## config.mk

```make
export PLATFORM = sky130hd
export DESIGN_NAME = tx_arbiter
export DESIGN_NICKNAME = d
export VERILOG_FILES = /design/src/rtl/tx_arbiter.sv
export SDC_FILE = /design/constraint.sdc
export NUM_CORES = 1
export LEC_CHECK = 0
export CORE_ASPECT_RATIO = 1.4
export CORE_UTILIZATION = 45
export CTS_BUF_LIST = sky130_fd_sc_hd__clkbuf_16
export DETAILED_ROUTE_END_ITERATION = 16
export PLACE_DENSITY_LB_ADDON = 0.3
export SYNTH_ARGS = -nofsm -noshare
export SYNTH_HDL_FRONTEND = slang
export SYNTH_SLANG_ARGS = --single-unit
```

## constraint.sdc

```tcl
create_clock -name clk -period 3.9 [get_ports clk]
set_input_delay 1.17 -clock clk [delete_from_list [all_inputs] [get_ports clk]]
set_output_delay 1.17 -clock clk [all_outputs]
set_load 0.05 [all_outputs]
```

## src/rtl/tx_arbiter.sv

```systemverilog
// Round-robin arbiter sharing one UART byte transmitter between the player (port 0)
// and the host game-state sender (port 1), with done/timeout handling and an inter-byte gap.
module tx_arbiter #(
    parameter int GAP_CYCLES     = 4,
    parameter int TIMEOUT_CYCLES = 65535
) (
    input  logic       clk,
    input  logic       nRst,
    input  logic       req0,
    input  logic [7:0] data0,
    input  logic       req1,
    input  logic [7:0] data1,
    input  logic       tx_busy,
    input  logic       tx_done,
    output logic       tx_start,
    output logic [7:0] tx_data,
    output logic       ack0,
    output logic       ack1,
    output logic [1:0] grant,
    output logic       err_timeout,
    output logic       busy,
    output logic [1:0] dbg_state
);

    localparam int TW = $clog2(TIMEOUT_CYCLES + 1);
    localparam logic [TW-1:0] TMO_LAST = TW'(TIMEOUT_CYCLES - 1);
    localparam logic [7:0]    GAP_LOAD = 8'(GAP_CYCLES - 1);

    typedef enum logic [1:0] {
        IDLE      = 2'd0,
        WAIT_DONE = 2'd1,
        GAP       = 2'd2
    } state_t;

    state_t        state;
    logic          rr_ptr;
    logic [TW-1:0] tmo_cnt;
    logic [7:0]    gap_cnt;
    logic          win;

    // Winner index: a lone request wins outright, a tie goes to rr_ptr.
    always_comb begin
        win = (req0 && req1) ? rr_ptr : req1;
    end

    assign dbg_state = state;

    always_ff @(posedge clk or negedge nRst) begin
        if (!nRst) begin
            state       <= IDLE;
            tx_start    <= 1'b0;
            tx_data     <= 8'h00;
            ack0        <= 1'b0;
            ack1        <= 1'b0;
            grant       <= 2'b00;
            err_timeout <= 1'b0;
            busy        <= 1'b0;
            rr_ptr      <= 1'b0;
            tmo_cnt     <= '0;
            gap_cnt     <= 8'd0;
        end else begin
            tx_start    <= 1'b0;
            ack0        <= 1'b0;
            ack1        <= 1'b0;
            err_timeout <= 1'b0;
            case (state)
                IDLE: begin
                    if (!tx_busy && (req0 || req1)) begin
                        grant    <= win ? 2'b10 : 2'b01;
                        tx_data  <= win ? data1 : data0;
                        tx_start <= 1'b1;
                        busy     <= 1'b1;
                        tmo_cnt  <= '0;
                        state    <= WAIT_DONE;
                    end
                end
                WAIT_DONE: begin
                    if (tx_done) begin
                        ack0    <= grant[0];
                        ack1    <= grant[1];
                        grant   <= 2'b00;
                        rr_ptr  <= ~grant[1];
                        gap_cnt <= GAP_LOAD;
                        state   <= GAP;
                    end else if (tmo_cnt == TMO_LAST) begin
                        // Abandon the byte; moving rr_ptr keeps the other port from starving.
                        err_timeout <= 1'b1;
                        grant       <= 2'b00;
                        rr_ptr      <= ~grant[1];
                        gap_cnt     <= GAP_LOAD;
                        state       <= GAP;
                    end else begin
                        tmo_cnt <= tmo_cnt + TW'(1);
                    end
                end
                GAP: begin
                    if (gap_cnt == 8'd0) begin
                        state <= IDLE;
                        busy  <= 1'b0;
                    end else begin
                        gap_cnt <= gap_cnt - 8'd1;
                    end
                end
                default: state <= IDLE;
            endcase
        end
    end

endmodule
```

==> flow_summary.ini, run 1 <==
[critical_path]
cp.required_ps = 2730
critical_path.cell_chain = clkdlybuf4s50_1
timing.critical_path.slowest_stage_cell = sky130_fd_sc_hd__clkdlybuf4s50_1
cp-start-kind = register
setup.worst_path.class = reg2out
cp-end-kind = output pin
timing.critical_path.fanout_max = 8
critical_path_buf_inv_count = 1
critPathMaxStageDelay_ps = 850
critical_path.top_delay_family = buffers and inverters
worst-endpoint-arrival_ps = 1620

[clock_tree]
tritoncts = built
total_cts_buffers = 5
htree_levels = 2
post-cts-setup-buffers = 0
cts-root-to-sink-buffers = 2
cts_root_buffer = sky130_fd_sc_hd__clkbuf_16
post_cts_resize_count = 0
cts.reportedPaths.clkPinSlew_ps = 60
cts.sink_count = 42
hold_buf_cts = 0
worstSkewPairLatency_ps = 280

[floorplan]
io_pins = 39
floorplan.initialDensity_pct = 46.69
die-height_um = 82.85
rows = 29
die_w_um = 59.75
design.die.area_sq_um = 4950
core-area_sq_um = 4499

[synth]
yosysWarnings = 0
synth_enable_flop_cells = 0
synth_area_per_cell_sq_um = 9.254
ys_async_sr_fraction_pct = 100.0
yosys_register_bits = 42
synthXorXnorAreaFrac_pct = 0.4169
synthesis.area_sq_um = 2101
synth_compound_gate_area_share_pct = 18.05
multiplexer_share_of_the_synthesized_area_pct = 1.906
synth.yosys.seq_area_share_pct = 50.03
synth.distinct_cells = 42
syn_inst = 227
main_combinational_cell_family_by_area_after_synthesis = simple AND/OR/NAND/NOR gates
post_synth_fa_ha_maj_area_fraction_pct = 2.382
mappedNetlistNets = 253
synth_simple_gate_area_share_pct = 23.11
synth-main-ff-cell = sky130_fd_sc_hd__dfrtp_1

[final_layout]
most_common_cell_after_layout_fill_and_taps_aside = sky130_fd_sc_hd__dfrtp_1
filler_cell_count_in_the_final_layout = 413
layout-drive-gt1-share_pct = 4.887
layout_common_cells = sky130_fd_sc_hd__dfrtp_1 (42), sky130_fd_sc_hd__clkdlybuf4s50_1 (37), sky130_fd_sc_hd__nand2_1 (29), sky130_fd_sc_hd__o21ai_0 (24), sky130_fd_sc_hd__nor2_1 (21)
fin_util_pct = 58.73
syn_to_final_growth_pct = 25.79
finalNetCount = 291
n_antenna_cell = 0
final-instance-count-excl-fill = 328

[drt]
avgRoutedWirePerCell_um = 14.51
via_count = 1816
drc = 0
route.detailed.vias_per_inst = 5.537
route.antenna.remaining_nets = 0
drt-total-wl_um = 4760
drt_iter0_drc = 62
drt_first_pass_iters = 4

[timing]
clock-skew-final_ps = 4.287
fin_worst_hold_slack_ps = 495.3
max-slew-margin-rel_pct = 34.03
worst_pin_slew_ps = 984.9
max_freq_mhz = 358.6
final_max_slew_viol_count = 0
final.setup.tns_ps = 0
layout_worst_path_cycle_share_pct = 71.50
final-hold-violation-count = 0
setup_viol = 0
layout_min_cycle_time_ps = 2788
rsz0062_at_grt = no

[pwr]
power.static_leakage_nw = 1.132
ir_drop_worst_vdd_mv = 0.3249
pwr_density_cell_nw_per_um2 = 693.9
total_power_mw = 1.834

[placed_design]
gp_routability_congestion = 0.8855
dp_cells = 320
port_buffers = 38
dp_hpwl_um = 3348

[global_route]
grt_start_max_net_pins = 43
gr-total-overflow = 0
antenna_found_initial = 0
grt_first_pass_wirelength_um = 8211
global_route.usage.total_pct = 21.66
grt_pass1_vias = 1820

[run_status]
status = finished, final reports clean

[flow_run]
cap_violations = 0

[hold_path]
min_path_type = reg2reg
==> power by group <==
| group | switching (mW) | total, mW | internal, mW |
|---|---|---|---|
| sequential | 0.108 | 0.663 | 0.554 |
| combinational | 0.510 | 0.776 | 0.266 |
| clock | 0.164 | 0.395 | 0.231 |
==> cell usage after synthesis (all sizes together), types with 5 or more instances <==
library cell | n | area share (%)
o21ai | 25 | 6.1
inv | 8 | 1.4
nand3 | 12 | 2.9
nor2 | 21 | 3.8
dfrtp | 42 | 50
buf | 5 | 1.9
a31oi | 15 | 4.5
nand4 | 8 | 2.4
nand2 | 29 | 5.2
a21oi | 10 | 2.4
nand2b | 6 | 1.8
==> final timing paths <==
kind	from	depth (start not counted)	endpoint	slack [ps]
max	dbg_state[1]	1	dbg_state[1]	1110
min	gap_cnt[3]	1	gap_cnt[3]	500
max reg2reg	gap_cnt[0]	6	gap_cnt[3]	1660
min reg2reg	gap_cnt[3]	1	gap_cnt[3]	500
max in group asynchronous	nRst	1	gap_cnt[1]	2330
min in group asynchronous	nRst	1	gap_cnt[4]	1010
==> through the flow <==
stage | instance area, sq um | setup WS (ps)
final | 2643 | 1112
after global routing | 2643 | 983.7
after CTS | 2643 | 1106
after detailed placement | 2505 | 898.3
after global placement | 2505 | 911.2
after floorplan | 2101 | 1534
==> final cells by class <==
type                            count  area, sq um  area share (%)
Sequential cell                    42         1051           39.77
Multi-Input combinational cell    168        963.4           36.46
Clock buffer                        5        125.1           4.735
Inverter                           10        37.54           1.420
Tap cell                           62        77.57           2.936
Timing Repair Buffer               38        375.4           14.20
Clock inverter                      3        12.51          0.4735
==> kinds of logic after synthesis <==
family / Yosys count
AOI/OAI and AO/OA: 63
DFF: 42
adders and majority gates: 4
muxes: 4
and+or+nand+nor: 96
buffers and inverters: 17
xor gates and xnor gates: 1
==> per-layer routing <==
metal | GRT usage (%) | part of all wire (%)
met5 | 0 | 0
met4 | 9.302 | 1.8
met3 | 4.829 | 3.6
met2 | 36.46 | 53
met1 | 25.59 | 42
==> state kept, by name (all words and copies together), names as in the netlist <==
register / count
tx_data: 8
dbg_state: 2
gap_cnt: 8
rr_ptr: 1
tmo_cnt: 16
tx_start: 1
err_timeout: 1
busy: 1
ack1: 1
ack0: 1
grant: 2
Power figures use the tool's default switching activity.
==> run 2, diff against run 1 <==
- clock period: 3.9 -> 2.25 ns (I/O delays scaled with it)
==> run 2 against run 1 <==
Effect of this change:
- sequential power is 72% higher
- first-iteration DRC count up 34%
- worst setup slack lost 1000 ps
- via count grew 1.4%
- non-clock buffer count is 15 higher
- clock power up 69%
- total power is 77% higher
- combinational power up 86%
- core utilization is 2.5 points higher
- register-to-register slack worse by 1400 ps
- critical path depth increased by 5
- clock skew rose by 2.4 ps
- largest power group unchanged
==> flow_summary.ini, run 2 (same netlist as run 1, synthesis figures left out) <==
[critical_path]
critical_path.cell_chain = clkdlybuf4s50_1 -> nor2_1 -> or4_1 -> o21a_2 -> a21o_2 -> a22o_1
critPathMaxStageDelay_ps = 490
r2r_end = tmo_cnt[11]
cp-end-kind = register
cp-start-kind = input port
critical_path_buf_inv_count = 1
worstRegToRegCells = 8
timing.critical_path.fanout_max = 15
cp.required_ps = 2410
critical_path.top_delay_family = compound AO/OA/AOI/OAI gates
setup.worst_path.class = in2reg
rr_startpoint = tmo_cnt[0]
worst-endpoint-arrival_ps = 2310
r2r_slack_ps = 290
timing.critical_path.slowest_stage_cell = sky130_fd_sc_hd__clkdlybuf4s50_1

[clock_tree]
hold_buf_cts = 0
htree_levels = 2
cts.reportedPaths.clkPinSlew_ps = 60
post-cts-setup-buffers = 0
total_cts_buffers = 5
post_cts_resize_count = 0
worstSkewPairLatency_ps = 280
tritoncts = built
cts.sink_count = 42
cts-root-to-sink-buffers = 2
cts_root_buffer = sky130_fd_sc_hd__clkbuf_16

[final_layout]
syn_to_final_growth_pct = 31.15
largest_register_ff_count = 16
area_occupied_by_registers_sq_um = 1051
multi_input_area_sq_um = 963.4
filler_cell_count_in_the_final_layout = 413
regMostFlops = tmo_cnt
finalNetCount = 306
n_antenna_cell = 0
top_regs = tmo_cnt (16), gap_cnt (8), tx_data (8)
layout_common_cells = sky130_fd_sc_hd__dfrtp_1 (42), sky130_fd_sc_hd__clkdlybuf4s50_1 (33), sky130_fd_sc_hd__nand2_1 (29), sky130_fd_sc_hd__o21ai_0 (24), sky130_fd_sc_hd__nor2_1 (21)
most_common_cell_after_layout_fill_and_taps_aside = sky130_fd_sc_hd__dfrtp_1
layout-drive-gt1-share_pct = 11.79
fin_util_pct = 61.23

[run_status]
status = finished, final reports clean

[timing]
final-hold-violation-count = 0
final_max_slew_viol_count = 0
layout_worst_path_cycle_share_pct = 95.20
rsz0062_at_grt = no
max-slew-margin-rel_pct = 55.75
fin_worst_hold_slack_ps = 419.6
layout_min_cycle_time_ps = 2142
clock-skew-final_ps = 6.676
worst_pin_slew_ps = 663.8
setup_viol = 0
max_freq_mhz = 466.8
final.setup.tns_ps = 0

[floorplan]
die_w_um = 59.75
rows = 29
design.die.area_sq_um = 4950
core-area_sq_um = 4499
die-height_um = 82.85
io_pins = 39
floorplan.initialDensity_pct = 46.69

[flow_run]
cap_violations = 0

[global_route]
grt_first_pass_wirelength_um = 8017
antenna_found_initial = 0
grt_pass1_vias = 1783
global_route.usage.total_pct = 21.04
gr-total-overflow = 0
grt_start_max_net_pins = 31

[drt]
route.detailed.vias_per_inst = 5.386
drt_first_pass_iters = 4
drt_iter0_drc = 83
avgRoutedWirePerCell_um = 13.87
via_count = 1842
drc = 0
route.antenna.remaining_nets = 0
drt-total-wl_um = 4745

[placed_design]
gp_routability_congestion = 0.8965
port_buffers = 38
dp_hpwl_um = 3467

[pwr]
power.static_leakage_nw = 1.210
ir_drop_worst_vdd_mv = 0.5890
pwr_density_cell_nw_per_um2 = 1176

[hold_path]
min_path_type = in2async
## run 2: cell types whose count changed in the layout (fill, tap and decap cells not counted), sizes merged
cell	delta
inv	-1
buf	+19
clkdlybuf4s50	-4
## run 2: power breakdown
group	total, mW	internal (mW)	leakage (nW)	switching (mW)
registers	1.14	0.961	0.538	0.176
logic	1.44	0.531	0.603	0.904
clock network	0.666	0.400	0.0694	0.266
## run 2: cell type report
cell class	count	area share, %
clock buffers	5	4.541
clock inverters	2	0.3633
multi-input cells	168	34.97
inverters	10	1.362
flip-flops and latches	42	38.15
well taps	62	2.816
repair buffers	53	17.80
## run 2: through the flow
stage | area (sq um) | total power [mW] | cells | worst slack [ps]
floorplan | 2101 | 2.084 | 227 | 349.0
global placement | 2620 | 2.559 | 335 | -133.4
detailed placement | 2620 | 2.590 | 335 | -167.5
CTS | 2755 | 3.274 | 342 | 114.1
global route | 2755 | 3.439 | 342 | 51.09
finish | 2755 | 3.239 | 342 | 107.9
## run 2: worst max path at each step
stage            startpoint          to  slack (ps)  depth (start not counted)
4_1_cts                req1  tmo_cnt[4]         110                          6
3_5_place_dp           req1  tmo_cnt[4]        -170                          6
3_3_place_gp           req1  tmo_cnt[4]        -130                          6
2_1_floorplan  dbg_state[1]  tmo_cnt[5]         350                          5
6_report               req1  tmo_cnt[4]         110                          6
5_1_grt                req1  tmo_cnt[4]          50                          6
## run 2: routing by layer
| layer | vias up | share of wire, % | track usage [%] |
|---|---|---|---|
| met5 | - | 0 | 0 |
| met4 | 0 | 1.6 | 9.091 |
| met3 | 6 | 3.2 | 4.829 |
| met2 | 34 | 51 | 33.74 |
| met1 | 875 | 44 | 26.47 |
| li1 | 927 | - | - |
